$ cat config.mk
export PLATFORM = sky130hd
export DESIGN_NAME = sdram_init_rfsh_seq
export DESIGN_NICKNAME = d
export VERILOG_FILES = /design/src/rtl/sdram_init_rfsh_seq.sv
export SDC_FILE = /design/constraint.sdc
export NUM_CORES = 1
export LEC_CHECK = 0
export CAP_MARGIN = 20
export CORE_AREA = 2 2 121 123
export CTS_CLUSTER_SIZE = 14
export DETAILED_ROUTE_END_ITERATION = 8
export DIE_AREA = 0 0 123 125
export PLACE_DENSITY = 0.42
export SLEW_MARGIN = 40
export SYNTH_ARGS = -nofsm -noshare
export SYNTH_HDL_FRONTEND = slang
export SYNTH_SLANG_ARGS = --single-unit
$ cat constraint.sdc
create_clock -name sdram_clk -period 3 [get_ports sdram_clk]
set_input_delay 0.9 -clock sdram_clk [delete_from_list [all_inputs] [get_ports sdram_clk]]
set_output_delay 0.9 -clock sdram_clk [all_outputs]
set_load 0.02 [all_outputs]
$ cat src/rtl/sdram_init_rfsh_seq.sv
// SDRAM power-up initialisation and periodic auto-refresh sequencer.
// It owns the command bus until init completes and then hands the bus to the datapath between refreshes.
module sdram_init_rfsh_seq #(
  parameter int INIT_WAIT = 10000,
  parameter int INIT_REF  = 2,
  parameter int T_RP      = 2,
  parameter int T_RFC     = 7,
  parameter int T_MRD     = 2,
  parameter int ADDR_W    = 13
) (
  input  logic              sdram_clk,
  input  logic              sdram_resetn,
  input  logic [ADDR_W-1:0] cfg_mode_reg,
  input  logic [15:0]       cfg_rfsh_period,
  input  logic              xfr_req,
  input  logic              xfr_done,
  output logic              xfr_gnt,
  output logic              init_done,
  output logic              cmd_cs_n,
  output logic              cmd_ras_n,
  output logic              cmd_cas_n,
  output logic              cmd_we_n,
  output logic [ADDR_W-1:0] cmd_addr,
  output logic              cfg_err,
  output logic              rfsh_miss
);

  typedef enum logic [3:0] {
    WAIT, I_PRE, I_TRP, I_REF, I_TRFC, I_LMR, I_TMRD,
    IDLE, XFER, R_PRE, R_TRP, R_REF, R_TRFC
  } state_e;

  // {cs_n, ras_n, cas_n, we_n}
  typedef enum logic [3:0] {
    CMD_LMR   = 4'b0000,
    CMD_REF   = 4'b0001,
    CMD_PRE   = 4'b0010,
    CMD_NOP   = 4'b0111,
    CMD_DESEL = 4'b1111
  } cmd_e;

  localparam int MAX_D = (INIT_WAIT > T_RFC) ? INIT_WAIT : (T_RFC > T_RP ? (T_RFC > T_MRD ? T_RFC : T_MRD)
                                                                        : (T_RP > T_MRD ? T_RP : T_MRD));
  localparam int CNT_W = $clog2(MAX_D + 1);
  localparam int REF_W = $clog2(INIT_REF + 1);

  // Each wait state lasts T_x-1 cycles, so it leaves when the counter reaches T_x-2.
  localparam logic [CNT_W-1:0] WAIT_LAST = CNT_W'(INIT_WAIT);
  localparam logic [CNT_W-1:0] TRP_LAST  = CNT_W'((T_RP  > 1) ? T_RP  - 2 : 0);
  localparam logic [CNT_W-1:0] TRFC_LAST = CNT_W'((T_RFC > 1) ? T_RFC - 2 : 0);
  localparam logic [CNT_W-1:0] TMRD_LAST = CNT_W'((T_MRD > 1) ? T_MRD - 2 : 0);
  localparam logic [REF_W-1:0] REF_LAST  = REF_W'(INIT_REF);
  localparam logic [ADDR_W-1:0] PRE_ADDR = ADDR_W'(1) << 10;

  state_e            state, state_nxt;
  cmd_e              cmd_q, cmd_nxt;
  logic [ADDR_W-1:0] addr_nxt;
  logic [CNT_W-1:0]  dly_cnt, dly_nxt;
  logic [REF_W-1:0]  ref_cnt, ref_nxt;
  logic [15:0]       rfsh_tmr;
  logic              rfsh_pend;
  logic              rfsh_run;
  logic              rfsh_expire;
  logic              ref_issue;
  logic [ADDR_W-1:0] mode_fix;
  logic              mode_bad;

  assign {cmd_cs_n, cmd_ras_n, cmd_cas_n, cmd_we_n} = cmd_q;

  assign rfsh_run    = init_done && (cfg_rfsh_period != 16'd0);
  assign rfsh_expire = rfsh_run && (rfsh_tmr >= cfg_rfsh_period - 16'd1);
  assign ref_issue   = (state == R_REF);

  // Full-page burst cannot be interleaved, and only CL2/CL3 are supported.
  always_comb begin
    // NOTE: every variable gets a default before any branch so no latch is inferred.
    mode_fix = cfg_mode_reg;
    mode_bad = 1'b0;
    if (cfg_mode_reg[2:0] == 3'b111 && cfg_mode_reg[3]) begin
      mode_fix[3] = 1'b0;
      mode_bad    = 1'b1;
    end
    if (cfg_mode_reg[6:4] != 3'b010 && cfg_mode_reg[6:4] != 3'b011) begin
      mode_fix[6:4] = 3'b011;
      mode_bad      = 1'b1;
    end
  end

  always_comb begin
    state_nxt = state;
    dly_nxt   = '0;
    ref_nxt   = ref_cnt;
    case (state)
      WAIT:
        if (dly_cnt == WAIT_LAST) state_nxt = I_PRE;
        else                      dly_nxt   = dly_cnt + CNT_W'(1);
      I_PRE:
        state_nxt = (T_RP > 1) ? I_TRP : I_REF;
      I_TRP:
        if (dly_cnt == TRP_LAST) state_nxt = I_REF;
        else                     dly_nxt   = dly_cnt + CNT_W'(1);
      I_REF: begin
        ref_nxt = ref_cnt + REF_W'(1);
        if (T_RFC > 1)                  state_nxt = I_TRFC;
        else if (ref_nxt == REF_LAST)   state_nxt = I_LMR;
        else                            state_nxt = I_REF;
      end
      I_TRFC:
        if (dly_cnt == TRFC_LAST) state_nxt = (ref_cnt == REF_LAST) ? I_LMR : I_REF;
        else                      dly_nxt   = dly_cnt + CNT_W'(1);
      I_LMR:
        state_nxt = (T_MRD > 1) ? I_TMRD : IDLE;
      I_TMRD:
        if (dly_cnt == TMRD_LAST) state_nxt = IDLE;
        else                      dly_nxt   = dly_cnt + CNT_W'(1);
      IDLE:
        if (rfsh_pend)    state_nxt = R_PRE;
        else if (xfr_req) state_nxt = XFER;
      XFER:
        if (xfr_done) state_nxt = IDLE;
      R_PRE:
        state_nxt = (T_RP > 1) ? R_TRP : R_REF;
      R_TRP:
        if (dly_cnt == TRP_LAST) state_nxt = R_REF;
        else                     dly_nxt   = dly_cnt + CNT_W'(1);
      R_REF:
        state_nxt = (T_RFC > 1) ? R_TRFC : IDLE;
      R_TRFC:
        if (dly_cnt == TRFC_LAST) state_nxt = IDLE;
        else                      dly_nxt   = dly_cnt + CNT_W'(1);
      default:
        state_nxt = WAIT;
    endcase
  end

  // Commands are registered together with the state, so the bus shows the command of the current state.
  always_comb begin
    cmd_nxt  = CMD_NOP;
    addr_nxt = '0;
    case (state_nxt)
      I_PRE, R_PRE: begin
        cmd_nxt  = CMD_PRE;
        addr_nxt = PRE_ADDR;
      end
      I_REF, R_REF: cmd_nxt = CMD_REF;
      I_LMR: begin
        cmd_nxt  = CMD_LMR;
        addr_nxt = mode_fix;
      end
      default: ;
    endcase
  end

  always_ff @(posedge sdram_clk or negedge sdram_resetn) begin
    if (!sdram_resetn) begin
      state     <= WAIT;
      dly_cnt   <= '0;
      ref_cnt   <= '0;
      cmd_q     <= CMD_DESEL;
      cmd_addr  <= '0;
      xfr_gnt   <= 1'b0;
      init_done <= 1'b0;
      cfg_err   <= 1'b0;
    end else begin
      // NOTE: sequential state uses non-blocking assignments so every flop samples pre-edge values.
      state     <= state_nxt;
      dly_cnt   <= dly_nxt;
      ref_cnt   <= ref_nxt;
      cmd_q     <= cmd_nxt;
      cmd_addr  <= addr_nxt;
      xfr_gnt   <= (state_nxt == XFER);
      init_done <= init_done | (state_nxt == IDLE);
      if (state_nxt == I_LMR && mode_bad) cfg_err <= 1'b1;
    end
  end

  // An expiry coinciding with REF issue re-arms the request instead of counting as a miss.
  always_ff @(posedge sdram_clk or negedge sdram_resetn) begin
    if (!sdram_resetn) begin
      rfsh_tmr  <= '0;
      rfsh_pend <= 1'b0;
      rfsh_miss <= 1'b0;
    end else begin
      if (rfsh_run) rfsh_tmr <= rfsh_expire ? 16'd0 : rfsh_tmr + 16'd1;
      if (rfsh_expire) begin
        rfsh_pend <= 1'b1;
        if (rfsh_pend && !ref_issue) rfsh_miss <= 1'b1;
      end else if (ref_issue) begin
        rfsh_pend <= 1'b0;
      end
    end
  end

endmodule

; ---- Word level (Yosys, flattened, before mapping)
; Cells that the tools add are included.
[word_totals]
reg_bits = 58
inputBits = 33
elab_cells = 82
[classes]
addsub = 4
n_lt_le_gt_ge = 1
n_eq_ne = 25
mux = 24
bitwise = 1
reduce_logical = 16
[op_table]
columns = operator, count
row1 = one-hot mux 4 bit (13 select lines), 1
row2 = two-way mux 14 bit, 3
row3 = one-hot mux 14 bit (3 select lines), 1
row4 = two-way mux 4 bit, 9
row5 = == test 4 bit (second input constant), 8
row6 = one-hot mux 13 bit (2 select lines), 1
row7 = == test 4 x 3 -> 1 bit (second input constant), 6
row8 = adder 16 x 1 -> 16 bit (second input constant), 1
row9 = >= comparator 16 bit, 1
row10 = two-way mux 16 bit, 1
row11 = nonzero test 16 bit, 1
row12 = subtractor 16 x 1 -> 16 bit (second input constant), 1
row13 = adder 14 x 1 -> 14 bit (second input constant), 1
row14 = == test 14 bit (second input constant), 1
row15 = == test 14 x 3 -> 1 bit (second input constant), 1
row16 = logical NOT 14 bit, 1
row17 = == test 4 x 2 -> 1 bit (second input constant), 3
row18 = one-hot mux 3 bit (3 select lines), 1
row19 = == test 4 x 1 -> 1 bit (second input constant), 2
row20 = logical AND 1 bit, 6
row21 = two-way mux 3 bit, 2
row22 = != test 3 x 2 -> 1 bit (second input constant), 2
row23 = OR reduction 2 bit, 3
row24 = two-way mux 1 bit, 5
row25 = other kinds (9), 9

; ---- Logic depth before layout (Yosys ltp)
[depth]
depth_word = 7
depth_mapped = 14
depth_no_buf = 13

; ---- Least setup slack after synthesis
; Ideal clock, no wire load.
[synth_timing]
path_type = input to register
startpoint = in cfg_rfsh_period[3]
endpoint = reg rfsh_tmr[5]
setup_ns = 0.126
arrival_ns = 3.856
required_time_ns = 2.874
slack_ns = -0.982
cell_stages = 13
path_buffers = 1
path_cell_list = nor4_1 > nor4b_1 > nand2_1 > nor3_1 > xnor2_1 > ha_1 > nand4_1 > nor3_1 > o2111ai_1 > o211ai_1 > clkbuf_1 > nor2_1 > a221o_1
[synth_via]
elab_chain_cells = 4
elab_cells_between_ends = 6
classes_between = 1 x add/sub / 1 x order compare / 1 x mux / 3 x reduce/logical
[synth_rtl]
columns = item, line
row1 = "start, declared", 14  ; input logic [15:0] cfg_rfsh_period,
row2 = subtractor 16 x 1 -> 16 bit / nonzero test 16 bit (equally long branches), "71, 70"
row3 = >= comparator 16 bit / logical AND 1 bit (equally long branches), "71, 70"
row4 = logical AND 1 bit, 71  ; assign rfsh_expire = rfsh_run && (rfsh_tmr >= cfg_rfsh_period - 16'd1);
row5 = two-way mux 16 bit, 184  ; if (rfsh_run) rfsh_tmr <= rfsh_expire ? 16'd0 : rfsh_tmr + 16'd1;
row6 = "end signal, assigned", 184
row7 = "end, declared", 60  ; logic [15:0] rfsh_tmr;
; Several ways; a longest one is shown, not always the timed one.
; A chain may end at the register's enable or synchronous reset.

; ---- Final worst setup path
[layout_timing]
startpoint = in cfg_rfsh_period[11]
endpoint = reg rfsh_tmr[5]
; The elaborated chain is that of the path after synthesis.

==> results.tsv <==
stage	metric	value	unit
synthesis	ys_warn_count	0	
timing	final_max_slew_viol_count	0	
detailed_routing	top_layer	met4	
timing	setup-tns-final	-4100	ps
timing	clock_period_minus_final_worst_setup_slack	3330	ps
clocking	path_clk_slew	50	ps
clocking	clk_path_buf_depth	2	
status	status	finished with violations	
synthesis	synth_enable_flop_cells	0	
min_path	hold_path_class	flop to flop	
detailed_routing	detail_route.vias_per_cell	4.58	
global_routing	grt_use_total	0.118	
clocking	clock_insertion_delay_worst_skew	320	ps
synthesis	post-synth-top-count-cell	dfrtp_1	
synthesis	synth_largest_type_area_fraction	0.393	
critical_path	critPathMaxStageDelay	430	ps
synthesis	primary_ff_master_synth	dfrtp_1	
critical_path	cp_endpoint_kind	flop	
placed_design	io_buffer_count	53	
detailed_routing	post_drt_wl_per_cell	13.1	microns
global_routing	overflow	0	
detailed_routing	first_pass_iters	4	
detailed_routing	met3_wirelength	277	microns
clocking	ctsRootBufferMaster	clkbuf_16	
clocking	holdBufCountCts	0	
detailed_routing	wirelength	8460	microns
floorplanning	core_area	0.0142	sq mm
global_routing	grt_pass1_vias	2978	
critical_path	crit_slowest_cell	or4_4	
detailed_routing	postRouteAntennaNets	0	
detailed_routing	drt_first_iter_violations	197	
synthesis	asyncSetResetFlopFracSynth	1.00	
synthesis	synth_top_area_cell	dfrtp_1	
placed_design	gp_congestion	0.771	
critical_path	cp_cell_instances	clkdlybuf4s50_1, or4_4, nor2_2, xnor2_1, ha_1, nand4_1, nor3_2, o2111ai_1, o211ai_1, buf_4, nor2_4, buf_6, a221o_1	
detailed_routing	met1_length	3810	microns
timing	fin_crit_sh	1.11	
critical_path	worst_setup_path_start_kind	input port	
power_and_ir_drop	power.leakage	0.00220	uW
synthesis	synth_sequential_area_ratio	0.424	
synthesis	ff_latch_count_synth	58	
critical_path	worst_ep_required_time	3200	ps
status	violated_checks	setup timing	
layout	areaGrowthSynthToFinish	45.6	%
detailed_routing	route.detailed.drc	0	
critical_path	critical_path_arrival	3530	ps
clocking	tritoncts	yes	
clocking	numClockSinks	58	
clocking	cts_made_buffers	9	
synthesis	synth.lib_cells_used.distinct	53	
floorplanning	die_area	0.0154	sq mm
timing	report.final.setup_viol	18	
layout	design.final.nets	510	
floorplanning	num_rows	44	
timing	max_freq	0.300	GHz
global_routing	grt_antenna_before_repair	0	
placed_design	detailed_place_hpwl	6180	microns
synthesis	syn_area_per_cell	9.70	sq um
floorplanning	io-pin-count	54	
detailed_routing	vias	2949	
layout	final_layout_size_suffix_gt1_frac	0.250	
floorplanning	die_height	125	microns
floorplanning	floorplan.initialDensity	0.242	
power_and_ir_drop	ir_worst_vdd	0.321	mV
timing	setup_ws	-328	ps
timing	worst_slew_margin_rel	0.589	
floorplanning	die_width	123	microns
global_routing	grt_pass1_wl	14500	microns
clocking	h_tree_lvls	3	
critical_path	start_to_end_type_of_the_worst_setup_path	input port to flop	
synthesis	synthesis.instances	354	
timing	fin_skew	9.68	ps
synthesis	synth.cell_area	0.00343	sq mm
detailed_routing	met2_wirelength	4250	microns
global_routing	grt_max_degree	33	
timing	final_hold_violation_count	0	
timing	tightestPinTransition	609	ps
critical_path	worstPathMaxFanout	3	
synthesis	synth_commonest_cells	dfrtp_1, nor2_1, nand2_1	
power_and_ir_drop	power.density	743	mW/mm^2
run	timing.max_cap.violations	0	
synthesis	post_synth_main_area_contributors	dfrtp_1, ha_1, xnor2_1	
layout	n_antenna_cell	0	
timing	rsz0062_at_grt	yes	
layout	share_of_the_core_filled_with_cells	0.352	
## cell usage in the layout (no fill, tap or decap), drive strengths merged, types with 11 or more instances in the layout
cell / count
and2: 14
buf: 51
clkbuf: 12
clkdlybuf4s50: 38
dfrtp: 54
ha: 22
inv: 13
nand2: 32
nand3: 13
nor2: 34
nor2b: 11
nor3: 11
o21ai: 15
xnor2: 17
xor2: 13
## per-stage QoR
step                      instances  cell area (sq um)  worst slack [ps]  total power, uW  hold WS, ps
after CTS                       644               4990              -362             3770          460
final                           644               5000              -328             3720          453
after global routing            644               5000              -461             4000          482
after global placement          618               4480              -954             2630          439
after detailed placement        618               4480             -1050             2640          447
after floorplan                 355               3490              -486             2060          499
## cell families (layout without fill, tap and decap cells)
group,Yosys count,after routing,synth area share
buf+inv,22,127,0.0270
xor+xnor,30,30,0.0765
fa+ha+maj,22,22,0.0801
other cells,1,2,0.00109
flops,58,58,0.424
simple gates,158,158,0.251
compound gates,61,61,0.134
mux,2,2,0.00619
## final timing paths
path	endpoint	depth (start not counted)	slack, ps	start
max	rfsh_tmr[5]	13	-330	cfg_rfsh_period[11]
min	cfg_err	1	450	cfg_err
max in group asynchronous	cmd_q[3]	2	1890	sdram_resetn
max reg2reg	cmd_addr[3]	9	610	dly_cnt[1]
min reg2reg	cfg_err	1	450	cfg_err
min in group asynchronous	dly_cnt[9]	1	510	sdram_resetn
## cell type report
cell class / count / area [sq um]
Clock buffer: 11 / 243
Clock inverter: 5 / 55.1
Fill cell: 1488 / 9200
Inverter: 13 / 48.8
Multi-Input combinational cell: 275 / 2070
Sequential cell: 58 / 1460
Tap cell: 184 / 230
Timing Repair Buffer: 98 / 895
## critical path: cells and delay by family
family / cells / cell delay [ps]
compound gates: 3 / 680
simple gates: 5 / 850
fa+ha+maj: 1 / 300
buf+inv: 3 / 710
xor+xnor: 1 / 90
## routing by layer
| layer | track usage | up-vias |
|---|---|---|
| met1 | 0.150 | 1429 |
| met4 | 0.0421 | 0 |
| met2 | 0.195 | 50 |
| met3 | 0.0274 | 10 |
| met5 | 0 | - |
| li1 | - | 1460 |
## state kept, by name, indices dropped and copies added, names as in the netlist
register / cells
ref_cnt: 2
cmd_q: 4
init_done: 1
rfsh_tmr: 16
state: 4
rfsh_miss: 1
xfr_gnt: 1
dly_cnt: 14
cfg_err: 1
cmd_addr: 13
rfsh_pend: 1
## power by group
group          internal [uW]  switching [uW]  total, uW  leakage, uW
logic                    723             801       1520      0.00130
clock network            661             350       1010     0.000142
registers                974             208       1180     0.000749
## repair_timing
action                                  4_1_cts  5_1_grt
endpoints found under the setup margin       18       18
buffers inserted                              8        0
resized for setup                            85       12
pin swaps                                    33       14
cloned                                        2        0
endpoints found under the hold margin         0        0
No activity file was read; power rests on OpenSTA's default activity.
